[src/rtl/minisys_mem_pkg.sv]
// Shared encodings for the Minisys-1A MEM stage: FSM state codes and
// access-width codes from the EX/MEM register.
package minisys_mem_pkg;

  localparam logic [0:0] IDLE = 1'b0;
  localparam logic [0:0] WAIT = 1'b1;

  localparam logic [1:0] W_BYTE = 2'b00;
  localparam logic [1:0] W_HALF = 2'b01;
  localparam logic [1:0] W_WORD = 2'b10;

  // Both 10 and 11 select a full-word access.
  function automatic logic is_word(input logic [1:0] width);
    return width[1];
  endfunction

endpackage

[src/rtl/mem_lane_align.sv]
// Byte-lane steering for stores and lane extraction and extension for loads,
// plus the alignment check for the current access.
module mem_lane_align
  import minisys_mem_pkg::*;
(
  input  logic [1:0]  width,
  input  logic [1:0]  addr_lo,
  input  logic        sign,
  input  logic [31:0] store_data,
  input  logic [31:0] rdata,
  output logic [3:0]  byte_en,
  output logic [31:0] wdata,
  output logic [31:0] load_data,
  output logic        misaligned
);

  logic [31:0] shifted;
  logic [7:0]  lane_b;
  logic [15:0] lane_h;

  always_comb begin
    shifted   = rdata >> {addr_lo, 3'b000};
    lane_b    = shifted[7:0];
    lane_h    = addr_lo[1] ? rdata[31:16] : rdata[15:0];
    byte_en   = 4'b1111;
    wdata     = store_data;
    load_data = rdata;
    if (width == W_BYTE) begin
      byte_en   = 4'b0001 << addr_lo;
      wdata     = {4{store_data[7:0]}};
      load_data = sign ? {{24{lane_b[7]}}, lane_b} : {24'b0, lane_b};
    end else if (width == W_HALF) begin
      byte_en   = addr_lo[1] ? 4'b1100 : 4'b0011;
      wdata     = {2{store_data[15:0]}};
      load_data = sign ? {{16{lane_h[15]}}, lane_h} : {16'b0, lane_h};
    end
    misaligned = ((width == W_HALF) && addr_lo[0]) ||
                 (is_word(width) && (addr_lo != 2'b00));
  end

endmodule

[src/rtl/mem_access_stage.sv]
// Minisys-1A MEM stage: req/ack bus access with timeout, pipeline stall,
// and the MEM/WB write-back register boundary.
module mem_access_stage
  import minisys_mem_pkg::*;
#(
  parameter int unsigned TIMEOUT = 16,
  parameter int unsigned CNT_W   = 8
) (
  input  logic        clock,
  input  logic        reset,
  input  logic        Memory_read_in,
  input  logic        Memory_write_in,
  input  logic        IO_read_in,
  input  logic        IO_write_in,
  input  logic        Memory_sign_in,
  input  logic [1:0]  Memory_data_width_in,
  input  logic [31:0] ALU_result_in,
  input  logic [31:0] Memory_or_IO_write_data_in,
  input  logic        Register_write_in,
  input  logic [4:0]  Write_back_address_in,
  input  logic [31:0] PC_exception_in,
  output logic        bus_req,
  output logic        bus_we,
  output logic        bus_io,
  output logic [31:0] bus_addr,
  output logic [3:0]  bus_byte_en,
  output logic [31:0] bus_wdata,
  input  logic [31:0] bus_rdata,
  input  logic        bus_ack,
  output logic        stall,
  output logic        Register_write_out,
  output logic [4:0]  Write_back_address_out,
  output logic [31:0] Write_back_data_out,
  output logic        Misaligned_out,
  output logic        Bus_error_out,
  output logic [31:0] Bad_address_out,
  output logic [31:0] PC_exception_out
);

  localparam logic [CNT_W-1:0] CNT_LAST = CNT_W'(TIMEOUT - 1);

  logic [0:0]       state;
  logic [CNT_W-1:0] cnt;
  logic             access, is_write, misaligned, timeout;
  logic [3:0]       byte_en;
  logic [31:0]      wdata, load_data;

  assign access   = Memory_read_in | Memory_write_in | IO_read_in | IO_write_in;
  assign is_write = Memory_write_in | IO_write_in;

  mem_lane_align u_align (
    .width      (Memory_data_width_in),
    .addr_lo    (ALU_result_in[1:0]),
    .sign       (Memory_sign_in),
    .store_data (Memory_or_IO_write_data_in),
    .rdata      (bus_rdata),
    .byte_en    (byte_en),
    .wdata      (wdata),
    .load_data  (load_data),
    .misaligned (misaligned)
  );

  always_comb begin
    timeout = (state == WAIT) && !bus_ack && (cnt == CNT_LAST);
    if (state == IDLE) stall = access && !misaligned;
    else               stall = !(bus_ack || timeout);
  end

  always_ff @(posedge clock) begin
    if (reset) begin
      state       <= IDLE;
      cnt         <= '0;
      bus_req     <= 1'b0;
      bus_we      <= 1'b0;
      bus_io      <= 1'b0;
      bus_addr    <= '0;
      bus_byte_en <= '0;
      bus_wdata   <= '0;
    end else if (state == IDLE) begin
      if (access && !misaligned) begin
        state       <= WAIT;
        cnt         <= '0;
        bus_req     <= 1'b1;
        bus_we      <= is_write;
        bus_io      <= IO_read_in | IO_write_in;
        bus_addr    <= {ALU_result_in[31:2], 2'b00};
        bus_byte_en <= byte_en;
        bus_wdata   <= wdata;
      end
    end else begin
      if (bus_ack || timeout) begin
        state   <= IDLE;
        bus_req <= 1'b0;
      end else if (cnt != CNT_LAST) begin
        cnt <= cnt + 1'b1;
      end
    end
  end

  // While stalled the EX/MEM inputs are held, so they still describe the
  // access that is completing when stall finally drops.
  always_ff @(posedge clock) begin
    if (reset) begin
      Register_write_out     <= 1'b0;
      Write_back_address_out <= '0;
      Write_back_data_out    <= '0;
      Misaligned_out         <= 1'b0;
      Bus_error_out          <= 1'b0;
      Bad_address_out        <= '0;
      PC_exception_out       <= '0;
    end else if (!stall) begin
      PC_exception_out       <= PC_exception_in;
      Write_back_address_out <= Write_back_address_in;
      Write_back_data_out    <= ALU_result_in;
      Register_write_out     <= Register_write_in;
      Misaligned_out         <= 1'b0;
      Bus_error_out          <= 1'b0;
      Bad_address_out        <= '0;
      if (state == IDLE && access && misaligned) begin
        Misaligned_out     <= 1'b1;
        Register_write_out <= 1'b0;
        Bad_address_out    <= ALU_result_in;
      end else if (timeout) begin
        Bus_error_out      <= 1'b1;
        Register_write_out <= 1'b0;
        Bad_address_out    <= ALU_result_in;
      end else if (state == WAIT && !is_write) begin
        Write_back_data_out <= load_data;
      end
    end
  end

endmodule
[config.mk]
export PLATFORM = sky130hd
export DESIGN_NAME = mem_access_stage
export DESIGN_NICKNAME = d
export VERILOG_FILES = /design/src/rtl/minisys_mem_pkg.sv /design/src/rtl/mem_lane_align.sv /design/src/rtl/mem_access_stage.sv
export SDC_FILE = /design/constraint.sdc
export NUM_CORES = 1
export LEC_CHECK = 0
export CORE_MARGIN = 8
export CORE_UTILIZATION = 46
export DETAILED_ROUTE_END_ITERATION = 8
export PLACE_DENSITY = 0.86
export SLEW_MARGIN = 20
export SYNTH_ARGS = -nofsm -noshare
export SYNTH_HDL_FRONTEND = slang
export SYNTH_SLANG_ARGS = --single-unit
[constraint.sdc]
create_clock -name clock -period 7.7 [get_ports clock]
set_input_delay 2.31 -clock clock [delete_from_list [all_inputs] [get_ports clock]]
set_output_delay 2.31 -clock clock [all_outputs]
set_load 0.02 [all_outputs]
# [After elaboration in Yosys (flattened, before gate mapping)]
# Index checks and enable logic that the tools add are counted.
[totals] ff_bits=182 out_inout_bits=176 elab_cells=81
[op_classes] n_shift=2 eq_ne=6 n_bitwise=6 n_reduce_logical=20 add_sub_neg=1 mux=31
[op_table] op="2-to-1 mux 32 bit" count=11
[op_table] op="2-to-1 mux 8 bit" count=4
[op_table] op="right shift 32 x 5 -> 8 bit" count=1
[op_table] op="2-to-1 mux 16 bit" count=1
[op_table] op="2-to-1 mux 1 bit" count=12
[op_table] op="2-to-1 mux 4 bit" count=3
[op_table] op="adder 8 x 1 -> 8 bit, second input constant" count=1
[op_table] op="== test 8 x 4 -> 1 bit, second input constant" count=1
[op_table] op="logical AND 1 bit" count=8
[op_table] op="inequality test 8 x 4 -> 1 bit, second input constant" count=1
[op_table] op="bitwise OR 1 bit" count=5
[op_table] op="logical NOT 1 bit" count=4
[op_table] op="inequality test 2 x 1 -> 1 bit, second input constant" count=2
[op_table] op="AND reduction 2 bit" count=2
[op_table] op="nonzero test 2 bit" count=2
[op_table] op="left shift 1 x 2 -> 4 bit, first input constant" count=1
[op_table] op="AND reduction 3 bit" count=1
[op_table] op="== test 2 x 1 -> 1 bit, second input constant" count=1
[op_table] op="logical NOT 2 bit" count=1
[op_table] op="logical OR 1 bit" count=2
[op_table] op="inequality test 2 bit, second input constant" count=1
[op_table] op="inverter 1 bit" count=1

# [Longest topological paths before layout]
[depth] ltp_word=7 ltp_mapped=8 mapped_depth_nobuf=7

# [Cells and area by module]
# A second synthesis with hierarchy kept.
[unflattened] cells_unflattened=1076 hier_area_um2=8630.8
[modules_own_cells] mod="mem_access_stage" seq_area_each_um2=3643.5 n_inst=1 cells_per_inst=869 area_each_um2=7184.4
[modules_own_cells] mod="mem_lane_align" seq_area_each_um2=0.0 n_inst=1 cells_per_inst=207 area_each_um2=1446.4

# [Worst setup path before layout]
# OpenSTA, ideal clock, no wires.
[synth_path] path_type="input-to-output" startpoint="in Memory_data_width_in[1]" endpoint="out stall" setup_slack_ns=1.693 path_buffers=2 cell_stages=6 required_ns=5.390 arrival_ns=3.697 cell_sequence="buf_2 -> and2_1 -> nor4_4 -> nor2_4 -> inv_1 -> clkbuf_1"
[synth_between] elab_chain_len=6 word_cells_on_any_way=7
[synth_lines] element="start: declaration" line_no="mem_access_stage.sv:16" text="input logic [1:0] Memory_data_width_in,"
[synth_lines] element="== test 2 x 1 -> 1 bit" line_no="mem_lane_align.sv:37" text="misaligned = ((width == W_HALF) && addr_lo[0]) ||"
[synth_lines] element="logical AND 1 bit" line_no="mem_lane_align.sv:37"
[synth_lines] element="logical OR 1 bit (*)" line_no="mem_lane_align.sv:37"
[synth_lines] element="logical NOT 1 bit (*)" line_no="mem_access_stage.sv:65" text="if (state == IDLE) stall = access && !misaligned;"
[synth_lines] element="logical AND 1 bit (*)" line_no="mem_access_stage.sv:65"
[synth_lines] element="2-to-1 mux 1 bit (*)" line_no="mem_access_stage.sv:65"
[synth_lines] element="end: declaration" line_no="mem_access_stage.sv:30" text="output logic stall,"
# Mark *: on every way between the ends. The rest lies on a longest branch, timed or not.

# [Final worst setup path]
[layout_path] startpoint="in ALU_result_in[0]" endpoint="out stall"
[layout_between] elab_chain_len=6 word_cells_on_any_way=7
[layout_lines] element="start: declaration" line_no="mem_access_stage.sv:17" text="input logic [31:0] ALU_result_in,"
[layout_lines] element="nonzero test 2 bit" line_no="mem_lane_align.sv:38" text="(is_word(width) && (addr_lo != 2'b00));"
[layout_lines] element="logical AND 1 bit" line_no="mem_lane_align.sv:38"
[layout_lines] element="logical OR 1 bit (*)" line_no="mem_lane_align.sv:37"
[layout_lines] element="logical NOT 1 bit (*)" line_no="mem_access_stage.sv:65"
[layout_lines] element="logical AND 1 bit (*)" line_no="mem_access_stage.sv:65"
[layout_lines] element="2-to-1 mux 1 bit (*)" line_no="mem_access_stage.sv:65"
# Marked as above.

==> results.json <==
{
  "rsz0062_at_grt": "false",
  "yosysSeqAreaShare_pct": 49.05,
  "fin_crit_ns": 6.557,
  "grt_pass1_wl_um": 41570,
  "clk_latency_ns": 0.43,
  "clockBufferDepth": 2,
  "cts_sinks": 182,
  "synth_edf_count": 0,
  "setup-tns-final_ns": 0,
  "crit_fanout": 20,
  "status": "complete, no violations",
  "clock-root-buffer": "clkbuf_16",
  "syn_area_per_cell_um2": 8.519,
  "fin_nets": 1288,
  "ys_types": 57,
  "drtPass1Iterations": 5,
  "via_per_inst": 5.523,
  "synth_common_cells": "nand2_1, dfxtp_1, a21oi_1",
  "multi_input_area_mm2": 0.003436,
  "max_cap_viol_count": 0,
  "n_fill_cell": 1194,
  "layout-drive-gt1-share_pct": 5.022,
  "rows": 46,
  "post_cts_buffers": 0,
  "place_hpwl_um": 20300,
  "ys_ff_latch": 182,
  "postSynth.asyncResetShare_pct": 0,
  "p_leak_nw": 4.240,
  "power_mw": 2.630,
  "post_cts_resized": 0,
  "num_antenna_cells": 0,
  "tritoncts": "yes",
  "fp.dieW_um": 143.1,
  "overflow": 0,
  "drc_errors": 0,
  "wl_per_cell_um": 20.36,
  "ctsHoldBuffers": 0,
  "regArea_mm2": 0.003643,
  "grt_pass1_vias": 7429,
  "grtUsageTotal_pct": 26.11,
  "synthCells": 872,
  "fin_skew_ns": 0.009267,
  "timing.hold.ws_ns": 0.4536,
  "num_vias": 7572,
  "start_util_pct": 46.93,
  "grt_max_degree": 88,
  "antenna_found_initial": 0,
  "slew_headroom_pct": 31.16,
  "io_buffers": 317,
  "period_share_pct": 85.15,
  "synth_area_leaders": "dfxtp_1, nand2_1, a21oi_1",
  "gp_congestion": 0.8584,
  "yosysTopAreaCell": "dfxtp_1",
  "htreeDepth": 4,
  "cts_made_buffers": 17,
  "synth_ff_type": "dfxtp_1",
  "ir_drop_uv": 150.2,
  "dr.first_iter.drc_count": 604,
  "wl_um": 27910,
  "yosysMostFrequentCell": "nand2_1",
  "critPathKind": "in -> out",
  "io_pins": 320,
  "syn-cell-area_mm2": 0.007428,
  "end_kind": "output pin",
  "setup_viol_count_final": 0,
  "yosysWarnings": 0,
  "fmax_mhz": 152.5,
  "drtAntennaViolNets": 0,
  "clk_transition_reported_paths_ns": 0.07,
  "die-area_mm2": 0.02047,
  "power_density_mw_per_mm2": 233.9,
  "worst_pin_slew_ns": 1.033,
  "yosys.area.top_type_share_pct": 49.05,
  "required_ns": 5.39,
  "fp.dieH_um": 143.1,
  "hp-class": "reg -> reg",
  "cp-start-kind": "primary input",
  "syn2layout_area_growth_pct": 51.36,
  "reg2reg_slack_ns": 4.67,
  "core_area_mm2": 0.01583,
  "finalMaxSlewViolations": 0,
  "worstPathArrival_ns": 4.25,
  "finalHoldViolations": 0
}
-- cell type report --
type	count	area share [%]
timing repair buffer	326	28.76
clock buffer	17	3.784
multi-input combinational	613	30.56
sequential	182	32.41
tap	216	2.404
inverter	3	0.1002
clock inverter	14	1.992
-- cells in the final DEF, fill, tap and decap left out, types with 2 or more instances in the layout --
| master | netlist | final |
|---|---|---|
| xor2_1 | 3 | 3 |
| dfxtp_1 | 182 | 182 |
| clkinv_4 | 0 | 2 |
| nand2_1 | 228 | 228 |
| a32oi_1 | 8 | 8 |
| nand2b_1 | 4 | 4 |
| nor2_4 | 1 | 2 |
| a211oi_1 | 10 | 10 |
| a22oi_1 | 4 | 4 |
| buf_4 | 7 | 10 |
| clkbuf_16 | 0 | 17 |
| clkdlybuf4s50_1 | 0 | 315 |
| a22o_1 | 39 | 39 |
| bufinv_16 | 0 | 5 |
| inv_6 | 0 | 2 |
| nand3_1 | 3 | 3 |
| o221ai_1 | 8 | 8 |
| nor3_1 | 2 | 2 |
| clkinvlp_4 | 0 | 3 |
| nor2_1 | 48 | 47 |
| inv_1 | 3 | 3 |
| or3_1 | 2 | 2 |
| a21oi_1 | 108 | 107 |
| a311oi_1 | 17 | 17 |
| o22ai_1 | 8 | 8 |
| o21ai_1 | 2 | 2 |
| o21ai_0 | 40 | 40 |
| nor2b_1 | 4 | 4 |
| mux2i_1 | 26 | 26 |
| or2_2 | 2 | 2 |
| o2bb2ai_1 | 17 | 17 |
| conb_1 | 1 | 2 |
-- registers in the layout (all words and copies together), names as in the netlist, 4 cells and up --
name,cells
Write_back_data_out,32
bus_addr,30
PC_exception_out,32
bus_wdata,32
Bad_address_out,32
Write_back_address_out,5
cnt,8
bus_byte_en,4
-- worst max-delay path, stage by stage --
cell             delay [ns]
clkdlybuf4s50_1        0.39
buf_4                  0.22
o21a_1                 0.19
nor4_4                 0.31
nor2_4                 0.08
inv_1                  0.08
clkdlybuf4s50_1        0.65
-- where the power goes --
part	internal, mW	switching [mW]
logic	0.271	0.329
clock network	0.579	0.384
registers	1.02	0.0441
-- worst paths after layout --
kind / from / endpoint / cells past startpoint
worst max-delay path: ALU_result_in[0] / stall / 7
worst min-delay path: bus_addr[5]$_SDFFE_PP0P_ / bus_addr[5]$_SDFFE_PP0P_ / 2
worst max register to register: state$_SDFF_PP0_ / Bad_address_out[12]$_SDFFE_PP0N_ / 4
worst min register to register: bus_addr[5]$_SDFFE_PP0P_ / bus_addr[5]$_SDFFE_PP0P_ / 2
-- per-stage QoR --
stage	setup slack [ns]	instances	area, µm²	util [%]
detailed placement	1.112	1340	10590	66.93
global route	1.014	1371	11240	71.04
global placement	1.112	1340	10590	66.93
floorplan	1.693	873	7432	-
finish	1.143	1371	11240	71.04
CTS	1.106	1371	11240	71.04
-- per-layer routing --
layer | up-vias | GRT usage (%) | routed length [µm]
li1 | 3613 | - | -
met1 | 3552 | 29.69 | 10870
met2 | 353 | 42.92 | 13070
met3 | 54 | 9.750 | 3153
met4 | 0 | 11.52 | 815
met5 | - | 0 | 0
-- cell families (layout without fill, tap and decap cells) --
kind of cell               Yosys count  after routing  synth area share (%)
adders and majority gates            1              1                0.1684
other                                1              2               0.05048
buffers and inverters               78            360                 5.019
DFF                                182            182                 49.05
and+or+nand+nor                    306            306                 17.13
AOI/OAI and AO/OA                  274            274                 24.61
muxes                               26             26                 3.503
xor gates and xnor gates             4              4                0.4717
Note: power is estimated with default switching activity, not from simulation.
